File: src/rtl/cpu_pkg.sv
// Shared CPU-side definitions: register file bus width and the dump reader state encoding.
package cpu_pkg;

    // Register file data bus width (data MSB is BUS_WIDTH-1 = 7)
    localparam int BUS_WIDTH = 8;

    // States of the register dump sequencer
    typedef enum logic [1:0] {
        IDLE  = 2'd0,
        FETCH = 2'd1,
        SEND  = 2'd2,
        DONE  = 2'd3
    } dump_state_t;

endpackage : cpu_pkg

File: src/rtl/cpu_register_dump_reader.sv
// Walks an inclusive (possibly wrapping) range of CPU registers through one
// read port of the register file and streams each value out with a
// valid/ready handshake, tagging every word with its register index.
module cpu_register_dump_reader
    import cpu_pkg::*;
#(
    parameter int NUMBER_OF_REGISTERS = 256,
    localparam int ADDR_W = $clog2(NUMBER_OF_REGISTERS)
) (
    input  logic                 clock_in,
    input  logic                 reset_in,
    input  logic                 start_in,
    input  logic [ADDR_W-1:0]    first_address_in,
    input  logic [ADDR_W-1:0]    last_address_in,
    output logic [ADDR_W-1:0]    read_register_address_out,
    input  logic [BUS_WIDTH-1:0] read_data_in,
    output logic [BUS_WIDTH-1:0] data_out,
    output logic [ADDR_W-1:0]    address_tag_out,
    output logic                 data_valid_out,
    input  logic                 data_ready_in,
    output logic                 last_out,
    output logic                 busy_out,
    output logic                 done_out
);

    localparam logic [ADDR_W-1:0] LAST_INDEX = ADDR_W'(NUMBER_OF_REGISTERS - 1);

    dump_state_t          state_q, state_d;
    logic [ADDR_W-1:0]    current_addr_q, current_addr_d;
    logic [ADDR_W-1:0]    end_addr_q, end_addr_d;
    logic [ADDR_W-1:0]    read_addr_q, read_addr_d;
    logic [BUS_WIDTH-1:0] data_q, data_d;
    logic [ADDR_W-1:0]    tag_q, tag_d;
    logic                 valid_q, valid_d;
    logic                 last_q, last_d;
    logic                 busy_q, busy_d;
    logic                 done_q, done_d;
    logic [ADDR_W-1:0]    next_addr;

    // Next register index, wrapping at the top of the register file even when its size is not a power of two
    always_comb begin
        next_addr = (current_addr_q == LAST_INDEX) ? '0 : current_addr_q + 1'b1;
    end

    // Sequencer next-state and registered-output logic; every output is a flop so the consumer sees glitch-free signals
    always_comb begin
        state_d        = state_q;
        current_addr_d = current_addr_q;
        end_addr_d     = end_addr_q;
        read_addr_d    = read_addr_q;
        data_d         = data_q;
        tag_d          = tag_q;
        valid_d        = valid_q;
        last_d         = last_q;
        busy_d         = busy_q;
        done_d         = 1'b0;
        case (state_q)
            IDLE: begin
                if (start_in) begin
                    current_addr_d = first_address_in;
                    end_addr_d     = last_address_in;
                    read_addr_d    = first_address_in;
                    busy_d         = 1'b1;
                    state_d        = FETCH;
                end
            end
            FETCH: begin
                data_d  = read_data_in;
                tag_d   = current_addr_q;
                valid_d = 1'b1;
                last_d  = (current_addr_q == end_addr_q);
                state_d = SEND;
            end
            SEND: begin
                if (data_ready_in) begin
                    valid_d = 1'b0;
                    last_d  = 1'b0;
                    if (current_addr_q == end_addr_q) begin
                        done_d  = 1'b1;
                        state_d = DONE;
                    end else begin
                        current_addr_d = next_addr;
                        read_addr_d    = next_addr;
                        state_d        = FETCH;
                    end
                end
            end
            DONE: begin
                busy_d  = 1'b0;
                state_d = IDLE;
            end
            default: begin
                state_d = IDLE;
            end
        endcase
    end

    // State and output registers with synchronous reset that aborts any dump in progress
    always_ff @(posedge clock_in) begin
        if (reset_in) begin
            state_q        <= IDLE;
            current_addr_q <= '0;
            end_addr_q     <= '0;
            read_addr_q    <= '0;
            data_q         <= '0;
            tag_q          <= '0;
            valid_q        <= 1'b0;
            last_q         <= 1'b0;
            busy_q         <= 1'b0;
            done_q         <= 1'b0;
        end else begin
            state_q        <= state_d;
            current_addr_q <= current_addr_d;
            end_addr_q     <= end_addr_d;
            read_addr_q    <= read_addr_d;
            data_q         <= data_d;
            tag_q          <= tag_d;
            valid_q        <= valid_d;
            last_q         <= last_d;
            busy_q         <= busy_d;
            done_q         <= done_d;
        end
    end

    assign read_register_address_out = read_addr_q;
    assign data_out                  = data_q;
    assign address_tag_out           = tag_q;
    assign data_valid_out            = valid_q;
    assign last_out                  = last_q;
    assign busy_out                  = busy_q;
    assign done_out                  = done_q;

endmodule : cpu_register_dump_reader

File: config.mk
export PLATFORM = sky130hd
export DESIGN_NAME = cpu_register_dump_reader
export DESIGN_NICKNAME = d
export VERILOG_FILES = /design/src/rtl/cpu_pkg.sv /design/src/rtl/cpu_register_dump_reader.sv
export SDC_FILE = /design/constraint.sdc
export NUM_CORES = 1
export LEC_CHECK = 0
export BUFFER_PORTS_ARGS = -buffer_cell sky130_fd_sc_hd__buf_2
export CELL_PAD_IN_SITES_DETAIL_PLACEMENT = 0
export CELL_PAD_IN_SITES_GLOBAL_PLACEMENT = 2
export CORE_MARGIN = 10
export CORE_UTILIZATION = 25
export CTS_BUF_LIST = sky130_fd_sc_hd__clkbuf_4 sky130_fd_sc_hd__clkbuf_8
export CTS_CLUSTER_SIZE = 24
export DETAILED_ROUTE_END_ITERATION = 6
export PLACE_DENSITY_LB_ADDON = 0.1
export SETUP_SLACK_MARGIN = 0.4
export SYNTH_ARGS = -nofsm -noshare
export SYNTH_HDL_FRONTEND = slang
export SYNTH_SLANG_ARGS = --single-unit
File: constraint.sdc
create_clock -name clock_in -period 1.85 [get_ports clock_in]
set_clock_uncertainty 0.1 [all_clocks]
set_input_delay 0.185 -clock clock_in [delete_from_list [all_inputs] [get_ports clock_in]]
set_output_delay 0.185 -clock clock_in [all_outputs]
set_load 0.005 [all_outputs]
==> results.md <==
- Detailed Route WL: 5960 microns
- Clock sink count: 38
- Top_reg_cell synth: dfxtp_1
- Vias per Instance: between 4 and 5
- Largest family of logic cells by synthesized area: simple AND/OR/NAND/NOR gates
- Area delta synth->final: 47.5%
- Run status: finished clean
- Area fraction of the dominant cell type after synthesis: between 40% and 50%
- Synthesis warning total: 0
- Critical R2R Launch: end_addr_q[2]$_SDFFE_PP0P_
- Simple-gate share of the synthesized area: approximately a quarter
- Worst slew pin tran: ~0.46 ns
- Die Wd: between 100 and 150 microns
- Hold crit path type: in2reg
- Core area: about 7000 sq um
- Post-detail-place hpwl: between 4000 and 5000 microns
- Std cell rows: 30
- Mapped Nets: 242
- Number of synthesized flops with an enable pin: 0
- Seq/Total Area, Yosys: 42.7%
- TritonCTS clock tree: done
- Die Span Y: between 100 and 150 microns
- Effective utilization at floorplan: between 20% and 30%
- Max-slew violations: 0
- CTS max path bufs: 2
- Netlist cell types: 44
- Post-CTS Hold Fix Bufs: 0
- Initial antenna violation count: 0
- Num CTS Buffers: 5
- M1 WL: 2720 microns
- Fin crit share: around 93%
- Compound-Gate Fraction of Synth Area: 17.5%
- Clock Latency Late Sink: 0.30 ns
- Clock transition at path regs: 0.09 ns
- Fmax: between 500 and 600 MHz
- # diodes: 0
- Worst setup path startpoint: end_addr_q[2]$_SDFFE_PP0P_
- Residual DRC: 0
- DR top layer: met4
- Layout fillers: about 760
- VDD IR max: 0.000405 V
- Worst Min Path Start: last_address_in[7]
- Critical path data required time: between 1.5 and 2 ns
- First-pass GRT wire length: between 9000 and 10000 microns
- Router iterations before antenna repair: 3
- Pwr/cell area: 834 nW/um^2
- Fin util: a little under two fifths
- Post-Syn Instances: 213
- Final count of negative-setup-slack endpoints: 0
- Largest fanout on the critical path: 8
- Post-synthesis mux area share: approximately 5.6%
- Remaining antenna violation count: 0
- Critical path class: reg2reg
- Max Cap Violations: 0
- Crit end category: flip-flop
- Vias in the first global route: between 1500 and 2000
- Metal3 WL: about 290 microns
- Synth Register Bits: 38
- Final min period: approximately 1.7 ns
- PortBufs: 55
- Setup TNS: 0 ns
- Relative slew margins: a little over two thirds
- Root Driver: clkbuf_8
- Synth Area in XOR/XNOR: 4.77%
- Routed via count: approximately 1800
- Final Hold Viols: 0
- Type of origin of the critical path: flip-flop
- Worst reg2reg setup slack: around 0.13 ns
- Critical Path AT: between 1.5 and 2 ns
- Async SR Flop Fraction: 0%
- Synthesized area: 1780 sq um
- H-tree levels: 2
- Count leader, synth: nand2_1
- Final #Nets: between 300 and 400
- Initial detailed-routing violation count: 52
- Leakage: 1.15 nW
- Syn Area/Cell: 8.37 sq um
- RSZ-0062 raised after global routing: true
- RD Place Congestion: 0.710
- Synth Area in Adders: less than 1%
- Die area: 10900 sq um
- GRT Util Overall: 10.6%
- Met2 Wirelength: ~2900 microns
- Area leader, netlist: dfxtp_1
- Power after layout: 2.19 mW
- Remaining global-route overflow: 0
- Area contributors post-synth: dfxtp_1 (43%), nand2_1 (9.1%), a21oi_1 (6.2%)
- Wire per inst: between 15 and 20 microns
- Largest net degree at the start of global routing: 21
- Share of layout cells above drive strength 1: approximately two fifths
- Top cells by count, synth: nand2_1 (43), dfxtp_1 (38), nor2_1 (23)
- IO Pins: 56
-- worst max-delay path, stage by stage, from the launching register on --
cell and delay, ns:
dfxtp_2 0.34, xor2_2 0.18, nor4_4 0.37, nand3_4 0.18, o311a_1 0.33, o21ai_2 0.13
-- what timing repair did --
item,in CTS,in global routing
pin swaps,4,3
buffers inserted,3,1
gates resized for setup,17,10
endpoints found under the setup margin,19,29
-- report_power, final --
part           switching (mW)  total (mW)  internal [mW]  leakage, nW
sequential             0.0426       0.920          0.877        0.314
combinational           0.289       0.560          0.271        0.778
clock                   0.316       0.713          0.397       0.0579
total                   0.647        2.19           1.55         1.15
-- final cells by class --
| cell class | instances | area (sq um) | area share, % |
|---|---|---|---|
| multi-input cells | 159 | 1060 | 40.2 |
| clock buffers | 5 | 68.8 | 2.62 |
| flip-flops and latches | 38 | 773 | 29.4 |
| clock inverters | 3 | 40.0 | 1.52 |
| well taps | 96 | 120 | 4.57 |
| inverters | 4 | 15.0 | 0.571 |
| repair buffers | 87 | 556 | 21.1 |
-- worst paths after layout --
| path | end | depth (start not counted) |
|---|---|---|
| max | read_register_address_out[4]$_SDFFE_PP0P_ | 5 |
| min | end_addr_q[7]$_SDFFE_PP0P_ | 3 |
| max reg2reg | read_register_address_out[4]$_SDFFE_PP0P_ | 5 |
| min reg2reg | data_out[3]$_SDFFE_PP0P_ | 2 |
-- cells in the final DEF, fill, tap and decap left out, types with 2 or more instances in the layout --
master,Yosys,layout
buf_2,3,55
nand2_1,43,43
dfxtp_1,38,30
buf_4,1,26
nor2_1,23,22
a21oi_1,22,22
mux2i_1,10,10
dfxtp_2,0,7
xor2_1,6,6
clkbuf_8,0,5
o21ai_0,5,4
inv_1,4,4
buf_6,1,4
nand2b_1,4,3
o211ai_1,3,3
nand3_1,4,3
nand3_4,1,2
nor2b_1,3,2
nor4_1,2,2
and2_1,2,2
xor2_2,2,2
or3_1,2,2
nor3_1,3,2
o21ai_2,0,2
o31ai_1,3,2
clkinv_2,0,2
buf_12,0,2
-- state kept, by name, summed over array words and instances (netlist names) --
register,flops
read_register_address_out,8
end_addr_q,8
data_valid_out,1
state_q,2
address_tag_out,8
data_out,8
last_out,1
busy_out,1
done_out,1
-- per-stage QoR --
step           instances  instance area [sq um]  hold slack (ns)  worst slack (ns)
2_1_floorplan        213                   1790            0.179             0.230
3_3_place_gp         380                   2370            0.320             0.105
3_5_place_dp         380                   2370            0.330            0.0889
4_1_cts              391                   2580           0.0126             0.129
5_1_grt              392                   2630           0.0136            0.0588
6_report             392                   2630           0.0188             0.127
-- cells by family (layout without fill, tap and decap cells) --
family / after synthesis / in the layout
AOI/OAI and AO/OA: 47 / 47
xor gates and xnor gates: 8 / 8
adders and majority gates: 1 / 1
buffers and inverters: 16 / 99
DFF: 38 / 38
muxes: 10 / 10
and+or+nand+nor: 93 / 93
-- per-layer routing --
metal / vias up / GRT usage [%]
met1: 824 / 12.7
met4: 0 / 3.28
li1: 890 / -
met5: - / 0
met2: 38 / 17.6
met3: 6 / 3.41
(Power assumes the default switching activity.)
